$ cat config.mk
export PLATFORM = sky130hd
export DESIGN_NAME = mem_ctrl
export DESIGN_NICKNAME = d
export VERILOG_FILES = /design/src/rtl/mem_ctrl_pkg.sv /design/src/rtl/mem_ctrl_fsm.sv /design/src/rtl/mem_ctrl.sv
export SDC_FILE = /design/constraint.sdc
export NUM_CORES = 1
export LEC_CHECK = 0
export ABC_AREA = 0
export BUFFER_PORTS_ARGS = -buffer_cell sky130_fd_sc_hd__buf_2
export CORE_ASPECT_RATIO = 1.5
export CORE_UTILIZATION = 35
export CTS_BUF_LIST = sky130_fd_sc_hd__clkbuf_16
export CTS_CLUSTER_SIZE = 40
export DETAILED_ROUTE_END_ITERATION = 6
export GPL_TIMING_DRIVEN = 0
export PLACE_DENSITY_LB_ADDON = 0.25
export SKIP_LAST_GASP = 1
export SLEW_MARGIN = 10
export SYNTH_ARGS = -nofsm -noshare
export SYNTH_HDL_FRONTEND = slang
export SYNTH_SLANG_ARGS = --single-unit
$ cat constraint.sdc
create_clock -name clk -period 6.4 [get_ports clk]
set_input_delay 0.32 -clock clk [delete_from_list [all_inputs] [get_ports clk]]
set_output_delay 0.32 -clock clk [all_outputs]
set_load 0.01 [all_outputs]
$ cat src/rtl/mem_ctrl_pkg.sv
// Shared encodings for the byte-serial RAM port controller (mem_ctrl).
// Optional sign extension of byte/half loads is enabled by defining MEMCTRL_SIGNEXT_EN.
package mem_ctrl_pkg;

  typedef enum logic [2:0] {
    MC_IDLE    = 3'd0,
    MC_RD      = 3'd1,
    MC_RD_TAIL = 3'd2,
    MC_WR      = 3'd3,
    MC_DONE    = 3'd4
  } mc_state_t;

  localparam logic [1:0]  SZ_B     = 2'b00;
  localparam logic [1:0]  SZ_H     = 2'b01;
  localparam logic [1:0]  SZ_W     = 2'b10;
  localparam logic        Enable   = 1'b1;
  localparam logic        Disable  = 1'b0;
  localparam logic [31:0] ZeroWord = 32'h0000_0000;

  // Index of the last byte of a transfer; size code 11 behaves as a word.
  function automatic logic [1:0] last_idx(input logic [1:0] size);
    case (size)
      SZ_B:    last_idx = 2'd0;
      SZ_H:    last_idx = 2'd1;
      default: last_idx = 2'd3;
    endcase
  endfunction

endpackage

$ cat src/rtl/mem_ctrl_fsm.sv
// Sequencing core of mem_ctrl: state, byte counter and MEM-side RAM address.
// Behaviour is identical with or without MEMCTRL_SIGNEXT_EN.
module mem_ctrl_fsm
  import mem_ctrl_pkg::*;
#(
  parameter int ADDR_W = 32
) (
  input  logic              clk,
  input  logic              rst,
  input  logic              rdy,
  input  logic              req,
  input  logic              wr,
  input  logic [1:0]        size,
  input  logic [ADDR_W-1:0] base,
  output mc_state_t         state,
  output logic [1:0]        cnt,
  output logic              accept,
  output logic [ADDR_W-1:0] mem_addr
);

  mc_state_t         state_n;
  logic [1:0]        cnt_n;
  logic [1:0]        size_q;
  logic [ADDR_W-1:0] base_q;
  logic              at_last;

  assign at_last  = (cnt == last_idx(size_q));
  // Wraps naturally at 2^ADDR_W; RD_TAIL reuses the last RD address since cnt stops there.
  assign mem_addr = base_q + {{(ADDR_W-2){1'b0}}, cnt};

  always_comb begin
    state_n = state;
    cnt_n   = cnt;
    accept  = Disable;
    case (state)
      MC_IDLE: begin
        if (req && rdy) begin
          accept  = Enable;
          cnt_n   = 2'd0;
          state_n = wr ? MC_WR : MC_RD;
        end
      end
      MC_RD: begin
        if (at_last) state_n = MC_RD_TAIL;
        else         cnt_n   = cnt + 2'd1;
      end
      MC_RD_TAIL: state_n = MC_DONE;
      MC_WR: begin
        if (at_last) state_n = MC_DONE;
        else         cnt_n   = cnt + 2'd1;
      end
      MC_DONE: state_n = MC_IDLE;
      default: state_n = MC_IDLE;
    endcase
  end

  always_ff @(posedge clk or negedge rst) begin
    if (!rst) begin
      state  <= MC_IDLE;
      cnt    <= 2'd0;
      size_q <= SZ_B;
      base_q <= '0;
    end else if (rdy) begin
      state <= state_n;
      cnt   <= cnt_n;
      if (accept) begin
        size_q <= size;
        base_q <= base;
      end
    end
  end

endmodule

$ cat src/rtl/mem_ctrl.sv
// Byte-serial RAM port owner arbitrating IF fetch against MEM loads/stores (MEM wins).
// Define MEMCTRL_SIGNEXT_EN to add signed_MEM_i and sign-extend 1B/2B loads.
module mem_ctrl
  import mem_ctrl_pkg::*;
#(
  parameter int ADDR_W = 32,
  parameter int RD_LAT = 1
) (
  input  logic              clk,
  input  logic              rst,
  input  logic              rdy,
  input  logic [ADDR_W-1:0] addr_IF_i,
  output logic [7:0]        data_IF_o,
  output logic              stall_IF_o,
  input  logic              req_MEM_i,
  input  logic              wr_MEM_i,
  input  logic [1:0]        size_MEM_i,
  input  logic [ADDR_W-1:0] addr_MEM_i,
  input  logic [31:0]       wdata_MEM_i,
`ifdef MEMCTRL_SIGNEXT_EN
  input  logic              signed_MEM_i,
`endif
  output logic [31:0]       rdata_MEM_o,
  output logic              done_MEM_o,
  output logic [ADDR_W-1:0] addr_RAM_o,
  input  logic [7:0]        data_RAM_i,
  output logic [7:0]        data_RAM_o,
  output logic              wr_RAM_o,
  output mc_state_t         dbg_state
);

  // Handshake: req_MEM_i is a level the requester holds until it sees done_MEM_o.
  // It is sampled only in IDLE with rdy high; done_MEM_o is a single pulse, after which
  // the requester drops req_MEM_i (or re-presents it, accepted again from IDLE).

  generate
    if (RD_LAT != 1) begin : g_rd_lat_check
      $error("mem_ctrl: only RD_LAT == 1 is supported");
    end
  endgenerate

  mc_state_t         state;
  logic [1:0]        cnt;
  logic              accept;
  logic [ADDR_W-1:0] mem_addr;
  logic [31:0]       wdata_q;
  logic [31:0]       rdata_q;
  logic [31:0]       rdata_n;
  logic [1:0]        rd_idx;
  logic [7:0]        rd_byte;
  logic              rdy_q;
  logic [7:0]        saved_byte;
`ifdef MEMCTRL_SIGNEXT_EN
  logic              sext_b_q;
  logic              sext_h_q;
`endif

  mem_ctrl_fsm #(.ADDR_W(ADDR_W)) u_fsm (
    .clk      (clk),
    .rst      (rst),
    .rdy      (rdy),
    .req      (req_MEM_i),
    .wr       (wr_MEM_i),
    .size     (size_MEM_i),
    .base     (addr_MEM_i),
    .state    (state),
    .cnt      (cnt),
    .accept   (accept),
    .mem_addr (mem_addr)
  );

  assign dbg_state   = state;
  assign data_IF_o   = data_RAM_i;
  assign stall_IF_o  = (state != MC_IDLE) | req_MEM_i;
  assign addr_RAM_o  = (state == MC_IDLE) ? addr_IF_i : mem_addr;
  assign wr_RAM_o    = (state == MC_WR) & rdy;
  assign data_RAM_o  = (state == MC_WR) ? wdata_q[{cnt, 3'b000} +: 8] : 8'h00;
  assign done_MEM_o  = (state == MC_DONE);
  assign rdata_MEM_o = rdata_q;

  // After a freeze the RAM has been re-reading the held address, so the byte for the
  // previous address was parked in saved_byte on the first frozen edge.
  assign rd_idx  = cnt - 2'd1;
  assign rd_byte = rdy_q ? data_RAM_i : saved_byte;

  always_comb begin
    rdata_n = rdata_q;
    if (state == MC_RD && cnt != 2'd0) begin
      rdata_n[{rd_idx, 3'b000} +: 8] = rd_byte;
    end else if (state == MC_RD_TAIL) begin
      rdata_n[{cnt, 3'b000} +: 8] = data_RAM_i;
`ifdef MEMCTRL_SIGNEXT_EN
      if (sext_b_q)      rdata_n = {{24{data_RAM_i[7]}}, data_RAM_i};
      else if (sext_h_q) rdata_n = {{16{data_RAM_i[7]}}, data_RAM_i, rdata_q[7:0]};
`endif
    end
  end

  always_ff @(posedge clk or negedge rst) begin
    if (!rst) begin
      rdy_q      <= Enable;
      saved_byte <= 8'h00;
    end else begin
      rdy_q <= rdy;
      if (!rdy && rdy_q) saved_byte <= data_RAM_i;
    end
  end

  always_ff @(posedge clk or negedge rst) begin
    if (!rst) begin
      rdata_q <= ZeroWord;
      wdata_q <= ZeroWord;
`ifdef MEMCTRL_SIGNEXT_EN
      sext_b_q <= Disable;
      sext_h_q <= Disable;
`endif
    end else if (rdy) begin
      if (accept) begin
        wdata_q <= wdata_MEM_i;
        if (!wr_MEM_i) rdata_q <= ZeroWord;
`ifdef MEMCTRL_SIGNEXT_EN
        sext_b_q <= signed_MEM_i & (size_MEM_i == SZ_B);
        sext_h_q <= signed_MEM_i & (size_MEM_i == SZ_H);
`endif
      end else begin
        rdata_q <= rdata_n;
      end
    end
  end

endmodule

==> results of run 1 <==
==> repair_timing <==
item / CTS / global route
setup buffers: 0 / 0
hold buffers: 1 / 0
hold endpoints to repair: 52 / 0
==> routing by layer <==
layer	track usage	vias to the layer above
met2	0.366	160
met3	0.0235	33
met5	0	-
li1	-	2799
met4	0.0879	0
met1	0.243	2615
==> worst max path at each step <==
stage / from / endpoint / slack (ps) / depth (start not counted)
2_1_floorplan: u_fsm.cnt[1] / addr_RAM_o[26] / 3580 / 9
3_3_place_gp: u_fsm.cnt[1] / addr_RAM_o[20] / 2880 / 10
3_5_place_dp: u_fsm.cnt[1] / addr_RAM_o[20] / 2870 / 10
4_1_cts: u_fsm.cnt[1] / addr_RAM_o[26] / 2500 / 10
5_1_grt: u_fsm.cnt[1] / addr_RAM_o[30] / 2160 / 10
6_report: u_fsm.cnt[1] / addr_RAM_o[26] / 2520 / 10
==> cell usage after synthesis <==
library cell,number,area (um2)
and4_1,4,35.0
a21o_1,2,15.0
a21oi_1,48,240
buf_4,8,60.1
a22oi_1,16,120
dfstp_2,1,26.3
nor2_1,57,214
nand2_1,239,897
clkbuf_1,33,124
buf_6,2,22.5
nor4b_2,1,15.0
dfrtp_1,111,2780
a221o_1,1,10.0
xnor2_1,15,131
nand3_1,12,60.1
nor4b_4,1,23.8
o21ai_0,22,110
mux2_2,18,203
ha_1,8,100
o311ai_0,1,8.76
nor3_1,10,50.1
buf_1,2,7.51
o311ai_1,1,8.76
or3_4,1,11.3
xor2_1,16,140
or4b_1,1,10.0
and3_1,15,93.8
nor4b_1,1,8.76
fa_1,1,20.0
buf_2,3,15.0
mux2i_1,1,10.0
nand2b_1,1,6.26
a32oi_1,8,70.1
nor2b_1,4,25.0
nand4b_1,2,17.5
and2_1,4,25.0
nor4_1,3,18.8
inv_1,10,37.5
a311oi_4,1,26.3
a211o_1,2,17.5
nand4_1,12,75.1
mux4_2,8,180
nor4_4,1,21.3
a31oi_1,1,6.26
==> power by group <==
part	leakage [nW]	switching [mW]	internal, mW	total [mW]
combinational	2.22	0.971	0.658	1.63
clock	0.145	0.268	0.306	0.574
sequential	1.41	0.221	0.999	1.22
==> registers in the layout, indices dropped and copies added, names as in the netlist <==
signal,flops
wdata_q,32
rdata_MEM_o,32
rdy_q,1
u_fsm.cnt,2
u_fsm.base_q,32
u_fsm.state,3
saved_byte,8
u_fsm.size_q,2
==> metrics by stage <==
| step | worst slack [ps] | power, mW | hold WS (ps) | instance area [um2] | util |
|---|---|---|---|---|---|
| after floorplan | 3580 | 2.24 | 24.4 | 6100 | - |
| after global placement | 2880 | 2.84 | 455 | 7340 | 0.434 |
| after detailed placement | 2870 | 2.87 | 306 | 7370 | 0.436 |
| after CTS | 2500 | 3.46 | 139 | 7680 | 0.454 |
| after global routing | 2160 | 3.72 | 144 | 7680 | 0.454 |
| final | 2520 | 3.42 | 152 | 7680 | 0.454 |
==> cell families after synthesis <==
| group | count (synthesis) | share of synthesized area |
|---|---|---|
| simple gates | 369 | 0.264 |
| buf+inv | 58 | 0.0437 |
| fa+ha+maj | 9 | 0.0197 |
| compound gates | 103 | 0.104 |
| xor+xnor | 31 | 0.0445 |
| mux | 27 | 0.0644 |
| flops | 112 | 0.460 |
==> final cells by class <==
class | instances | area (um2) | area share
Inverter | 10 | 37.5 | 0.00488
Tap cell | 210 | 263 | 0.0342
Clock inverter | 6 | 70.1 | 0.00912
Multi-Input combinational cell | 539 | 3030 | 0.394
Clock buffer | 9 | 225 | 0.0293
Buffer | 48 | 229 | 0.0298
Sequential cell | 112 | 2800 | 0.365
Timing Repair Buffer | 198 | 1020 | 0.133
==> metrics.csv, run 1 <==
metric;value;unit
outcome;finished clean;
Clock Skew;9.23;ps
Mapped Cells;709;
Post-Route Setup TNS;0;ps
GPL Wtd Cong;0.828;
Slew Limit Fails;0;
CP Max Fanout;10;
R2R setup slack;3090;ps
wire per inst;15.8;um
worst min-delay path startpoint;rdy;
Unique masters post-synth;44;
H-tree Lvls;3;
Startpoint Class;flip-flop;
DRT antenna net count;0;
delay of the slowest critical-path stage;510;ps
initial antenna violation count;0;
Area Growth Syn to Fin;26.1;%
Root Buffer Master;clkbuf_16;
DR iter-0 viols;291;
diodes inserted;0;
Reg clk slew, reported paths;70;ps
share of cells above drive strength 1;0.279;
min-delay worst type;in2reg;
reg2reg end;rdata_MEM_o[21];
actual slew at the worst max-slew pin;1100;ps
WHS Path Cells;1;
Final Critical Period;3880;ps
Hold Fails Final Rpt;0;
die height;164;um
Top Layer Used;met4;
fin crit share;0.607;
RSZ-0062 raised after global routing;false;
Seq/Total Area, Yosys;0.460;
power per cell area;445;nW/um2
Fill cells;1745;
# DRC;0;
vias per cell;4.95;
Port Buf Inserts;196;
Synth Register Bits;112;
FP Rows;58;
LEAKAGE;3.77;nW
post-CTS sizing;0;
Core Area;16900;um2
largest net degree at the start of global routing;61;
Hold EP;rdy_q;
dpl cells;1116;
Post-Layout Cell Count;1132;
Die Width;110;um
syn nets;829;
DRT Pass-1 Iters;5;
IO Count;197;
CP required;6080;ps
Crit Path Class;reg2out;
Met3 Wirelength;565;um
total of max-cap violations;0;
r2r startpoint;u_fsm.cnt[1];
Starting Density;0.361;
Routed met2 length;9340;um
drt total wl;17800;um
CTS tree;built;
crit path DAT;3560;ps
commonest non-fill, non-tap cell in the layout;nand2_1;
first-pass GRT wire length;27800;um
CP top delay family;buffers and inverters;
CP max-delay cell;fa_1;
cell chain of the critical path;clkbuf_1, inv_1, fa_1, nor2b_1, and2_1, clkbuf_1, nand4b_1, xor2_1, a21oi_1, buf_2;
most used cell, CP;clkbuf_1;
worst vdd ir;0.000210;V
grt total ovfl;0;
CTS sink cnt;112;
CP bufs+invs;4;
hpwl dp;13700;um
clk buf depth;2;
Yosys Warn Count;0;
vias in the first global route;5361;
CP endpoint kind;primary output;
GR Util All Layers;0.205;
max_slew headroom;0.258;
die area;18000;um2
Mapped Avg Cell Area;8.60;um2
worst skew pair latency;350;ps
Cell Area, Synth;6100;um2
wire length on met1;7370;um
most frequent cells in the layout;239 x nand2_1, 198 x buf_2, 111 x dfrtp_1, 57 x nor2_1, 48 x a21oi_1;
Fmax;0.257;GHz
via count;5607;
Final setup viols;0;
NumNets Final;1038;
R2R depth;9;
TritonCTS buffer count;9;
(Power assumes the default switching activity.)
==> run 2: changes to the inputs <==
- clock period: 6.4 -> 3.65 ns (I/O delays scaled with it)
==> run 2 against run 1 <==
  * Hold slack got worse by 140 ps
  * Sequential cell count did not move
  * Clock power rose by 76%
  * Largest cell class unchanged
==> metrics.csv, run 2 (same netlist as run 1, synthesis figures left out) <==
metric;value;unit;change
outcome;finished clean;;
Post-Route Setup TNS;0;ps;unchanged
Startpoint Class;flip-flop;;
CP Max Fanout;10;;unchanged
wire per inst;15.8;um;+0.17%
worst vdd ir;0.000368;V;+75%
DRT antenna net count;0;;unchanged
share of cells above drive strength 1;0.280;;+0.00139
Area Growth Syn to Fin;26.0;%;about the same
die height;164;um;unchanged
Core Area;16900;um2;unchanged
grt total ovfl;0;;unchanged
# DRC;0;;unchanged
Final Critical Period;3340;ps;
Clock Skew;8.83;ps;-0.393 ps
max_slew headroom;0.259;;+0.000705
CP endpoint kind;primary output;;
most frequent cells in the layout;239 x nand2_1, 198 x buf_2, 111 x dfrtp_1, 57 x nor2_1, 48 x a21oi_1;;
worst skew pair latency;350;ps;about the same
RSZ-0062 raised after global routing;false;;
power per cell area;782;nW/um2;+76%
die area;18000;um2;unchanged
fin crit share;0.915;;
Final setup viols;0;;unchanged
Reg clk slew, reported paths;70;ps;about the same
vias per cell;4.94;;-0.20%
min-delay worst type;in2reg;;
vias in the first global route;5363;;+0.037%
DRT Pass-1 Iters;4;;-1
DR iter-0 viols;259;;-11%
commonest non-fill, non-tap cell in the layout;nand2_1;;
FP Rows;58;;unchanged
diodes inserted;0;;unchanged
CP required;3470;ps;-2610 ps
post-layout util;0.454;;about the same
GR Util All Layers;0.205;;about the same
first-pass GRT wire length;27800;um;about the same
Die Width;110;um;unchanged
TritonCTS buffer count;9;;unchanged
drt total wl;17900;um;about the same
initial antenna violation count;0;;unchanged
Post-Place Setup Slack;253;ps;-2610 ps
total of max-cap violations;0;;unchanged
crit path DAT;3160;ps;-400 ps
Fmax;0.300;GHz;
Hold Fails Final Rpt;0;;unchanged
Slew Limit Fails;0;;unchanged
Root Buffer Master;clkbuf_16;;
H-tree Lvls;3;;unchanged
Port Buf Inserts;196;;unchanged
CTS sink cnt;112;;unchanged
Starting Density;0.361;;unchanged
largest net degree at the start of global routing;61;;unchanged
LEAKAGE;3.77;nW;about the same
Crit Path Class;reg2out;;
hpwl dp;13700;um;unchanged
actual slew at the worst max-slew pin;1100;ps;-1.05 ps
NumNets Final;1037;;-0.096%
IO Count;197;;unchanged
CTS tree;built;;
post-route worst setup slack;312;ps;-2200 ps
GPL Wtd Cong;0.828;;unchanged
Fill cells;1745;;unchanged
clk buf depth;2;;unchanged
via count;5591;;-0.29%
[run 2: cell type report]
cell class | count | area [um2] | area share
plain buffers | 47 | 226 | 0.0295
well taps | 210 | 263 | 0.0342
clock inverters | 6 | 70.1 | 0.00912
clock buffers | 9 | 225 | 0.0293
multi-input cells | 539 | 3030 | 0.395
inverters | 10 | 37.5 | 0.00489
flip-flops and latches | 112 | 2800 | 0.365
repair buffers | 198 | 1020 | 0.133
[run 2: layer usage]
metal	up-vias	track usage	part of all wire
met1	2593	0.243	0.41
met2	168	0.366	0.52
met3	35	0.0235	0.034
met4	0	0.0879	0.033
met5	-	0	0
li1	2795	-	-
[run 2: power by group]
group | total (mW) | internal, mW | switching, mW
clock network | 1.01 | 0.536 | 0.477
logic | 2.86 | 1.15 | 1.70
registers | 2.14 | 1.75 | 0.388
[run 2: worst paths after layout]
path / from / endpoint / slack, ps / depth (start not counted)
max: u_fsm.cnt[1] / addr_RAM_o[26] / 310 / 9
min: rdy / rdy_q / 10 / 1
max reg2reg: u_fsm.cnt[0] / rdata_MEM_o[21] / 540 / 9
min reg2reg: wdata_q[28] / wdata_q[28] / 470 / 2
max in group asynchronous: rst / rdy_q / 2580 / 3
min in group asynchronous: rst / rdata_MEM_o[25] / 340 / 2
[run 2: timing repair]
| action | 4_1_cts | 5_1_grt |
|---|---|---|
| setup buffers | 0 | 0 |
| gates cloned | 0 | 0 |
| gates resized for setup | 1 | 0 |
| hold buffers | 1 | 0 |
| endpoints found under the hold margin | 52 | 0 |
| endpoints found under the setup margin | 10 | 10 |
[run 2: critical path: stages (launching register included)]
cell and delay (ps):
dfrtp_1 450, clkbuf_2 310, inv_1 210, fa_1 490, nor2b_1 240, and2_1 430, nand4b_1 170, xor2_1 200
a21oi_1 150, buf_2 140
[run 2: metrics by stage]
stage	total power [mW]	instances	instance area, um2	hold WS, ps
6_report	6.01	1131	7680	13.7
5_1_grt	6.52	1131	7680	6.24
4_1_cts	6.06	1132	7680	1.52
3_5_place_dp	5.03	1116	7370	168
3_3_place_gp	4.98	1115	7340	366
2_1_floorplan	3.93	709	6100	-113
